[src/rtl/work_loader.sv]
`default_nettype none
// ============================================================================
// Module      : work_loader
// Description : Assembles a mining work unit from a serial byte stream.
//               Bytes are packed big-endian into 32-bit words; the first
//               MID_WORDS words are shifted into the midstate register and the
//               following REM_WORDS words into the block_data register. When
//               the last word lands, the work is presented as valid until the
//               hashing core acknowledges it or a restart is requested.
// Ports       : clk              - rising-edge clock
//               n_rst            - asynchronous active-low reset
//               rx_data/rx_valid - one received byte per valid cycle
//               start_found      - synchronous abort/restart (highest priority)
//               work_ack         - core has consumed the work (READY only)
//               shift_in_enable  - one-cycle pulse per completed word
//               controller_state - current FSM state
//               midstate         - assembled midstate, first word at the top
//               block_data       - assembled remaining block, first word at top
//               midstate_loaded  - all midstate words captured
//               work_valid       - midstate and block_data complete and stable
//               rx_overrun       - sticky: a byte arrived while in READY
// Revision    : 1.0 - initial release
// ============================================================================
module work_loader #(
   parameter int MID_WORDS = 8,
   parameter int REM_WORDS = 16
) (
   input  logic                      clk,
   input  logic                      n_rst,
   input  logic [7:0]                rx_data,
   input  logic                      rx_valid,
   input  logic                      start_found,
   input  logic                      work_ack,
   output logic                      shift_in_enable,
   output logic [2:0]                controller_state,
   output logic [32*MID_WORDS-1:0]   midstate,
   output logic [32*REM_WORDS-1:0]   block_data,
   output logic                      midstate_loaded,
   output logic                      work_valid,
   output logic                      rx_overrun
);

   typedef enum logic [2:0] {
      IDLE     = 3'b000,
      LOAD_MID = 3'b001,
      LOAD_REM = 3'b010,
      READY    = 3'b011
   } state_t;

   // Word indices are compared against the 5-bit word counter.
   localparam logic [4:0] MID_CNT   = 5'(MID_WORDS);
   localparam logic [4:0] MID_LAST  = 5'(MID_WORDS - 1);
   localparam logic [4:0] LAST_WORD = 5'(MID_WORDS + REM_WORDS - 1);

   state_t                   state_q;
   logic [1:0]               byte_cnt_q;
   logic [4:0]               word_cnt_q;
   logic [23:0]              byte_buf_q;
   logic                     shift_q;
   logic [32*MID_WORDS-1:0]  midstate_q;
   logic [32*REM_WORDS-1:0]  block_q;
   logic                     mid_loaded_q;
   logic                     work_valid_q;
   logic                     overrun_q;

   logic [31:0]              word_d;
   logic [32*MID_WORDS-1:0]  mid_shift_d;
   logic [32*REM_WORDS-1:0]  blk_shift_d;

   // The fourth byte completes the word combinationally so the word can be
   // shifted into its target on the same edge that captures that byte.
   always_comb begin
      word_d      = {byte_buf_q, rx_data};
      mid_shift_d = '0;
      blk_shift_d = '0;
      mid_shift_d[31:0] = word_d;
      blk_shift_d[31:0] = word_d;
      for (int i = 1; i < MID_WORDS; i++) begin
         mid_shift_d[32*i +: 32] = midstate_q[32*(i-1) +: 32];
      end
      for (int i = 1; i < REM_WORDS; i++) begin
         blk_shift_d[32*i +: 32] = block_q[32*(i-1) +: 32];
      end
   end

   always_ff @(posedge clk or negedge n_rst) begin
      if (!n_rst) begin
         state_q      <= IDLE;
         byte_cnt_q   <= 2'd0;
         word_cnt_q   <= 5'd0;
         byte_buf_q   <= 24'd0;
         shift_q      <= 1'b0;
         midstate_q   <= '0;
         block_q      <= '0;
         mid_loaded_q <= 1'b0;
         work_valid_q <= 1'b0;
         overrun_q    <= 1'b0;
      end else begin
         shift_q <= 1'b0;
         if (start_found) begin
            // Restart wins over everything; any partial word is abandoned
            // and the assembled registers keep their last contents.
            state_q      <= IDLE;
            byte_cnt_q   <= 2'd0;
            word_cnt_q   <= 5'd0;
            mid_loaded_q <= 1'b0;
            work_valid_q <= 1'b0;
            overrun_q    <= 1'b0;
         end else begin
            case (state_q)
               IDLE: begin
                  if (rx_valid) begin
                     byte_buf_q <= {byte_buf_q[15:0], rx_data};
                     byte_cnt_q <= 2'd1;
                     state_q    <= LOAD_MID;
                  end
               end
               LOAD_MID, LOAD_REM: begin
                  if (rx_valid) begin
                     if (byte_cnt_q != 2'd3) begin
                        byte_buf_q <= {byte_buf_q[15:0], rx_data};
                        byte_cnt_q <= byte_cnt_q + 2'd1;
                     end else begin
                        byte_cnt_q <= 2'd0;
                        word_cnt_q <= word_cnt_q + 5'd1;
                        shift_q    <= 1'b1;
                        if (word_cnt_q < MID_CNT) begin
                           midstate_q <= mid_shift_d;
                        end else begin
                           block_q <= blk_shift_d;
                        end
                        // Terminal count parks in READY, so the counter
                        // never advances beyond the total word count.
                        if (word_cnt_q >= LAST_WORD) begin
                           state_q      <= READY;
                           work_valid_q <= 1'b1;
                           mid_loaded_q <= 1'b1;
                        end else if (word_cnt_q == MID_LAST) begin
                           state_q      <= LOAD_REM;
                           mid_loaded_q <= 1'b1;
                        end
                     end
                  end
               end
               READY: begin
                  if (work_ack) begin
                     state_q      <= IDLE;
                     byte_cnt_q   <= 2'd0;
                     word_cnt_q   <= 5'd0;
                     mid_loaded_q <= 1'b0;
                     work_valid_q <= 1'b0;
                     overrun_q    <= 1'b0;
                  end else if (rx_valid) begin
                     overrun_q <= 1'b1;
                  end
               end
               default: begin
                  state_q <= IDLE;
               end
            endcase
         end
      end
   end

   assign shift_in_enable  = shift_q;
   assign controller_state = state_q;
   assign midstate         = midstate_q;
   assign block_data       = block_q;
   assign midstate_loaded  = mid_loaded_q;
   assign work_valid       = work_valid_q;
   assign rx_overrun       = overrun_q;

endmodule
`default_nettype wire

[config.mk]
export PLATFORM = sky130hd
export DESIGN_NAME = work_loader
export DESIGN_NICKNAME = d
export VERILOG_FILES = /design/src/rtl/work_loader.sv
export SDC_FILE = /design/constraint.sdc
export NUM_CORES = 1
export LEC_CHECK = 0
export ABC_AREA = 1
export CORE_AREA = 3 3 308 310
export DETAILED_ROUTE_END_ITERATION = 7
export DIE_AREA = 0 0 311 313
export PLACE_DENSITY = 0.57
export SYNTH_ARGS = -nofsm -noshare
export SYNTH_HDL_FRONTEND = slang
export SYNTH_SLANG_ARGS = --single-unit
[constraint.sdc]
create_clock -name clk -period 2 [get_ports clk]
set_input_delay 0.2 -clock clk [delete_from_list [all_inputs] [get_ports clk]]
set_output_delay 0.2 -clock clk [all_outputs]
set_load 0.02 [all_outputs]
**Yosys cells after proc, flatten, opt, wreduce, memory -nomap -nowiden**

Cells that the tools add are included.

- Muxes and demuxes: 43
- Equality and inequality tests: 14
- Magnitude comparators: 2
- Div/mod/pow operators: 0
- Bitwise gates (word level): 3
- Shift-type cells: 0
- Multipliers: 0
- Add/sub/neg operators: 2
- Reductions and logical operators: 16

Operator list:

| kind | number |
|---|---|
| two-way mux 24 bit | 3 |
| one-hot mux 24 bit (2 select lines) | 1 |
| AND reduction 5 bit | 6 |
| two-way mux 3 bit | 7 |
| two-way mux 5 bit | 4 |
| two-way mux 1 bit | 18 |
| != test 3 bit (second input constant) | 5 |
| two-way mux 2 bit | 5 |
| one-hot mux 5 bit (2 select lines) | 1 |
| one-hot mux 3 bit (3 select lines) | 1 |
| != test 2 bit (second input constant) | 4 |
| AND reduction 4 bit | 2 |
| == test 3 x 2 -> 1 bit (second input constant) | 2 |
| one-hot mux 2 bit (3 select lines) | 1 |
| nonzero test 3 bit | 2 |
| adder 5 x 1 -> 5 bit (second input constant) | 1 |
| == test 5 x 3 -> 1 bit (second input constant) | 1 |
| greater-or-equal comparator 5 bit (second input constant) | 1 |
| < comparator 5 x 4 -> 1 bit (second input constant) | 1 |
| != test 4 bit (second input constant) | 1 |
| one-hot mux 1 bit (2 select lines) | 2 |
| nonzero test 2 bit | 2 |
| nonzero test 4 bit | 1 |
| == test 3 x 1 -> 1 bit (second input constant) | 1 |
| 5 further kinds | 7 |

- Input bits: 13
- Output and inout bits: 775
- Memories kept: 0
- Register bits after elaboration: 806
- Bits in read-only memories: 0
- Memory bits (writable): 0
- Bits in latches: 0

**Depth between registers and ports, before layout**

Gate-level depths: netlist (run 1).

- Depth in word-level cells: 7
- Mapped depth: 11
- Mapped depth without buffers: 10

**Worst setup path after synthesis (run 1)**

OpenSTA, ideal clock, no wires.

- Path type: flip-flop to flip-flop
- From: reg state_q[0] (netlist: controller_state[0])
- To: reg block_q[130] (netlist: block_data[130])
- Required time: 1.922 ns
- Period minus slack after synthesis: 2.025 ns
- Slack: -0.025 ns
- Stages on the path, launching flop included: 10
- Data arrival time: 1.947 ns
- Library setup time: 0.078 ns
- Path through: dfrtp_1 -> inv_1 -> ha_1 -> nand2_1 -> nor3_4 -> o21ai_2 -> buf_2 -> buf_2 -> clkbuf_1 -> a21oi_1

- Longest elaborated chain between the ends: 3
- Elaborated cells between the ends (all ways): 4

Ends and longest elaborated chain:

| what | line | text |
|---|---|---|
| from (decl) | 55 | `state_t state_q;` |
| from (signal assigned) | 88 | `state_q <= IDLE;` |
| from (signal assigned) | 103 | `state_q <= IDLE;` |
| from (signal assigned) | 115 | `state_q <= LOAD_MID;` |
| == test 3 x 1 -> 1 bit / == test 3 x 2 -> 1 bit (equally long branches) | 110 | `case (state_q)` |
| OR reduction 2 bit * | 110 |  |
| AND reduction 5 bit (no source line) * | -- |  |
| to (signal assigned) | 130 | `block_q <= blk_shift_d;` |
| to (decl) | 61 | `logic [32*REM_WORDS-1:0] block_q;` |

Mark *: on every way between the ends. The rest lies on a longest branch, timed or not.
A chain may end at the register's enable or synchronous reset.

**Final worst setup path (run 1)**

- From: reg midstate_q[56] (netlist: midstate[56])
- To: out midstate[56]

RTL lines:

| what | line | text |
|---|---|---|
| from (decl) | 60 | `logic [32*MID_WORDS-1:0] midstate_q;` |
| from (signal assigned) | 128 | `midstate_q <= mid_shift_d;` |
| to (decl) | 36 | `output logic [32*MID_WORDS-1:0] midstate,` |

No word-level cell between the ends.

==> results of run 1 <==
## worst reg2reg max path: cells and delay by family, from the launching register on
family	cells	cell delay, ns
AO/OA/AOI/OAI	2	0.19
adder cells (fa/ha/maj)	1	0.27
buffers and inverters	4	0.67
flip-flops	1	0.36
AND/OR/NAND/NOR	3	0.31
## registers in the layout (all words and copies together), names as in the netlist
name,flops
work_valid,1
byte_buf_q,24
shift_in_enable,1
midstate,256
rx_overrun,1
word_cnt_q,5
byte_cnt_q,2
midstate_loaded,1
block_data,512
controller_state,2
## per-stage QoR
step | util [%] | setup TNS (ns) | total power, mW | setup WS (ns)
2_1_floorplan | - | 0 | 19.6 | 0.0379
3_3_place_gp | 43.9 | -2.80 | 22.1 | -0.0518
3_5_place_dp | 43.9 | -6.71 | 22.2 | -0.0819
4_1_cts | 47.2 | -0.0618 | 38.9 | -0.0113
5_1_grt | 47.7 | -0.347 | 40.0 | -0.0432
6_report | 47.7 | 0 | 38.5 | 0.0570
## routing by layer
layer	track usage, %	part of all wire, %	vias up
met5	0	0	-
met4	7.04	3.0	0
met3	6.17	7.1	156
met2	37.9	50	777
met1	26.9	40	12000
li1	-	-	11700
## final timing paths
path | from | to | slack, ns | depth (start not counted)
max | midstate[56] | midstate[56] | 0.06 | 1
min | n_rst | midstate[106] | 0.11 | 2
max reg2reg | controller_state[1] | block_data[322] | 0.07 | 10
min reg2reg | midstate[238] | midstate[238] | 0.47 | 2
max in group asynchronous | n_rst | block_data[180] | 1.00 | 3
min in group clk | rx_data[5] | block_data[5] | 0.22 | 3
## logic make-up after synthesis
logic type	after synthesis	share of synthesized area, %
AND/OR/NAND/NOR	1171	15.4
flip-flops	805	66.9
AO/OA/AOI/OAI	645	10.7
buffers and inverters	528	6.76
adder cells (fa/ha/maj)	4	0.166
XOR/XNOR	2	0.0582
other	1	0.0125
## where the power goes
group / internal [mW] / total [mW] / switching (mW)
clock network: 9.90 / 16.7 / 6.79
logic: 1.48 / 4.02 / 2.54
registers: 17.1 / 17.8 / 0.661
## cell usage after synthesis (all sizes together), types with 2 or more instances
library cell	instances	area, um^2
o21ai	386	1940
nand3	172	861
dfrtp	805	20100
xor2	2	17.5
clkbuf	144	541
nor2	268	1010
a21oi	258	1290
inv	333	1250
nor3	3	26.3
ha	4	50.1
buf	51	245
nand2	728	2730
## final cells by class
type,instances,area (um^2)
Inverter,333,1250
Clock buffer,140,2720
Antenna cell,2,5.00
Multi-Input combinational cell,1823,8050
Clock inverter,22,264
Timing Repair Buffer,936,9840
Sequential cell,805,20200
Fill cell,8767,48100
Tap cell,1243,1560
## layout by cell type (no fill, tap or decap), types with 22 or more instances in the layout
cell and instances:
dlygate4sd2_1 99, buf_12 46, a21oi_1 256, clkdlybuf4s50_1 672, clkbuf_1 25, o21ai_0 337
clkbuf_8 22, nor2_1 251, inv_1 330, clkbuf_16 100, nand2_1 720, o21ai_1 47
dfrtp_1 798, buf_4 80, nand3_1 172
## timing repair
action	4_1_cts	5_1_grt
endpoints found under the hold margin	574	0
hold buffers	1	0
endpoints found under the setup margin	172	439
buffers inserted	3	5
gates cloned	2	8
pin swaps	0	1
gates resized for setup	109	79
==> results.py, run 1 <==
metrics = {
    "routing": {
        "antenna_left": 0,
        "post_drt_wl_per_cell_um": 20.9,
        "drc": 0,
        "totalWireLength_um": 111000,
        "vias": 24600,
        "routed_via_density": 4.64,
        "drt_iter0_drc": 1991,
        "dr.pass1.iters": 5,
    },
    "status": {
        "outcome": "complete, no violations",
    },
    "place": {
        "port_buffers": 786,
        "dpl.hpwl_um": 83600,
        "place.gp.congestion": 0.848,
        "dp.cells": 5121,
        "placement.cell_area_mm2": 0.0404,
    },
    "final_layout": {
        "layout.nets": 4006,
        "instances_no_fill": 5304,
        "syn_to_final_growth_pct": 45.6,
        "drive_above_1_share_pct": 8.08,
        "postLayoutCellArea_mm2": 0.0438,
    },
    "synth": {
        "synth_edf_count": 0,
        "ys_seq_area_share_pct": 66.9,
        "synthCells": 3156,
        "ys_types": 20,
        "synth-seq-cells": 805,
        "synth.net_count": 3173,
        "synthArstFlopShare_pct": 100,
        "synth_top_flop_cell": "dfrtp_1",
        "avgSynthCellArea_um2": 9.54,
        "syn_area_mm2": 0.0301,
        "yosysWarnings": 0,
    },
    "global_route": {
        "grt_pass1_vias": 23700,
        "antenna_found_initial": 6,
        "grt_usage_pct": 22.0,
        "grt_pass1_wl_um": 162000,
        "grt_start_max_net_pins": 98,
        "overflow": 0,
    },
    "clock_network": {
        "cts_root_buf": "clkbuf_16",
        "clk_pin_slew_worst_paths_ns": 0.06,
        "cts_tree": "yes",
        "cts_buffers": 90,
        "cts_num_sinks": 805,
        "cts-htree-levels": 3,
        "cts_max_path_buffers": 3,
        "clkLatencyLatePin_ns": 0.64,
    },
    "timing": {
        "hold_slack_ns": 0.107,
        "worst_pin_slew_ns": 0.528,
        "hold_viol_final": 0,
        "max_clock_freq_ghz": 0.515,
        "setup_viol": 0,
        "min_period_ns": 1.94,
        "finalCritPeriodShare_pct": 97.1,
        "relSlewSlack_pct": 64.8,
        "final_max_slew_viol_count": 0,
        "clock_skew_ns": 0.0171,
        "rsz0062_at_grt": "yes",
    },
    "setup_path": {
        "timing.critical_path.buf_inv": 1,
        "start_kind": "flip-flop",
        "critPathKind": "flip-flop to output port",
        "critPathMaxStageDelay_ns": 0.71,
        "cp-end-kind": "output port",
        "cp.arrival_ns": 1.74,
        "slowest_stage": "clkdlybuf4s50_1",
        "path_max_fanout": 3,
        "crit_path_cell_trace": "clkdlybuf4s50_1",
        "required_ns": 1.80,
        "critPathTopFamily": "buffers and inverters",
    },
    "die": {
        "die_x_um": 311,
        "initial_core_util_pct": 32.8,
        "core_area_mm2": 0.0919,
        "fp.dieArea_mm2": 0.0973,
        "die_y_um": 313,
        "pin_count": 788,
        "rows": 111,
    },
    "flow_run": {
        "max_cap_viol_count": 0,
    },
    "pwr": {
        "power_density_mw_per_mm2": 877,
        "ir_drop_mv": 0.786,
        "leakage_nw": 22.6,
    },
    "worst_hold_path": {
        "hold_class": "primary input to async pin",
    },
}
No activity file was read; power rests on OpenSTA's default activity.
==> run 2: changes to the inputs <==
--- a/config.mk
+++ b/config.mk
@@ -10,6 +10,7 @@
 export DETAILED_ROUTE_END_ITERATION = 7
 export DIE_AREA = 0 0 311 313
 export PLACE_DENSITY = 0.57
+export REMOVE_ABC_BUFFERS = 1
 export SYNTH_ARGS = -nofsm -noshare
 export SYNTH_HDL_FRONTEND = slang
 export SYNTH_SLANG_ARGS = --single-unit
==> run 2 against run 1 <==
Net effect: the run now ends with setup timing left; clock skew about the same; maximum frequency is 6.1% lower; final cell count rose by 0.13%; count of clock-buffer cells in the layout is 3 higher; wire length is 8.0% lower; sequential power barely moved; register-to-register slack worse by 0.14 ns; utilization up 0.63 points; total power rose by 2.2%; design area up 1.3%; clock power rose by 5%; critical path type is now flip-flop to flip-flop; critical endpoint is now block_data[342]; largest cell class unchanged; largest power group unchanged.
==> results.py, run 2 (synthesis results as in run 1) <==
metrics = {
    "place": {
        "dpl.hpwl_um": 72300,
        "port_buffers": 786,
        "place.gp.congestion": 0.834,
        "placement.cell_area_mm2": 0.0402,
    },
    "final_layout": {
        "drive_above_1_share_pct": 9.94,
        "largest_reg_flops": 512,
        "mostFrequentLayoutCells": "805 x dfrtp_1, 711 x nand2_1, 706 x clkdlybuf4s50_1",
        "layout.nets": 4010,
        "syn_to_final_growth_pct": 47.5,
        "postLayoutCellArea_mm2": 0.0444,
        "layout_commonest_cell": "dfrtp_1",
    },
    "setup_path": {
        "cp-end-kind": "flip-flop",
        "critPathKind": "flip-flop to flip-flop",
        "required_ns": 2.54,
        "r2r_start": "controller_state[0]",
        "cp-startpoint": "controller_state[0]",
        "start_kind": "flip-flop",
        "reg2reg_setup_slack_ns": -0.07,
        "cp.arrival_ns": 2.61,
        "path_max_fanout": 8,
    },
    "timing": {
        "clock_skew_ns": 0.0168,
        "finalWorstSetupSlack_ns": -0.0701,
        "rsz0062_at_grt": "yes",
        "hold_viol_final": 0,
        "min_period_ns": 2.07,
        "worst_pin_slew_ns": 0.691,
        "setup_viol": 54,
        "final_max_slew_viol_count": 0,
        "relSlewSlack_pct": 53.9,
        "max_clock_freq_ghz": 0.483,
        "finalCritPeriodShare_pct": 104,
    },
    "clock_network": {
        "cts_root_buf": "clkbuf_16",
        "cts_buffers": 91,
        "cts_tree": "yes",
        "cts_max_path_buffers": 3,
        "clk_pin_slew_worst_paths_ns": 0.06,
        "clkLatencyLatePin_ns": 0.66,
        "cts-htree-levels": 3,
        "cts_num_sinks": 805,
    },
    "status": {
        "violations": "setup timing",
        "outcome": "finished with violations",
    },
    "pwr": {
        "power_density_mw_per_mm2": 885,
        "ir_drop_mv": 0.676,
        "leakage_nw": 22.5,
        "total_power_mw": 39.3,
    },
    "die": {
        "initial_core_util_pct": 32.8,
        "fp.dieArea_mm2": 0.0973,
        "die_y_um": 313,
        "pin_count": 788,
        "core_area_mm2": 0.0919,
        "rows": 111,
        "die_x_um": 311,
    },
    "global_route": {
        "grt_usage_pct": 20.1,
        "antenna_found_initial": 5,
        "grt_start_max_net_pins": 125,
        "overflow": 0,
        "grt_pass1_wl_um": 150000,
        "grt_pass1_vias": 23400,
    },
    "routing": {
        "totalWireLength_um": 102000,
        "dr.pass1.iters": 5,
        "antenna_left": 0,
        "drc": 0,
        "post_drt_wl_per_cell_um": 19.2,
        "routed_via_density": 4.52,
        "drt_iter0_drc": 1834,
        "vias": 24000,
    },
    "worst_hold_path": {
        "hold_class": "primary input to flip-flop",
        "min_from": "rx_data[4]",
    },
    "flow_run": {
        "max_cap_viol_count": 0,
    },
}
[run 2: final cells by class]
class	count	area (um^2)
Sequential cell	805	20100
Clock inverter	23	379
Antenna cell	2	5.00
Inverter	333	1250
Clock buffer	143	2820
Fill cell	8713	47500
Multi-Input combinational cell	1823	8320
Tap cell	1243	1560
Timing Repair Buffer	939	9950
[run 2: critical path: stages (launching register included)]
cell and delay, ns:
dfrtp_1 0.35, inv_1 0.07, ha_4 0.28, nand2_4 0.04, nor3_4 0.25, buf_12 0.14
o21ai_4 0.07, buf_12 0.17, clkbuf_16 0.18, buf_12 0.14, buf_6 0.12, nor2_4 0.10
a21oi_2 0.04
[run 2: stage by stage]
stage / setup WS, ns / hold WS (ns) / utilization (%) / TNS [ns] / instances
2_1_floorplan: -20.23 / -0.0956 / - / - / 2961
6_report: -0.0701 / 0.168 / 48.3 / -0.933 / 5311
4_1_cts: -0.0527 / 0.110 / 47.4 / -2.02 / 5292
3_3_place_gp: -0.114 / 0.119 / 43.7 / -4.98 / 5112
3_5_place_dp: -0.130 / 0.119 / 43.7 / -11.35 / 5112
5_1_grt: -0.154 / 0.147 / 48.3 / -25.42 / 5310
[run 2: repair_timing]
action	4_1_cts	5_1_grt
buffers inserted	4	2
pin swaps	0	8
cloned	7	15
setup endpoints to repair	161	566
hold buffers	3	0
endpoints found under the hold margin	701	0
resized for setup	93	200
[run 2: power breakdown]
group | leakage [nW] | switching, mW | internal (mW)
combinational | 11.1 | 2.55 | 1.51
sequential | 9.87 | 0.586 | 17.1
clock | 1.58 | 6.94 | 10.6
total | 22.5 | 10.1 | 29.2
[run 2: worst paths after layout]
check | endpoint | depth (start not counted)
max reg2reg | block_data[342] | 12
max in group asynchronous | block_data[383] | 4
min reg2reg | midstate[235] | 2
max | block_data[342] | 12
min | byte_buf_q[4] | 3
min in group asynchronous | block_data[154] | 3
[run 2: layer usage]
layer | vias to the layer above | wire length (um) | global-route usage [%]
met1 | 11500 | 42400 | 24.8
met4 | 4 | 2960 | 6.47
met3 | 140 | 7530 | 6.45
li1 | 11700 | - | -
met2 | 678 | 49200 | 33.5
met5 | - | 21 | 0
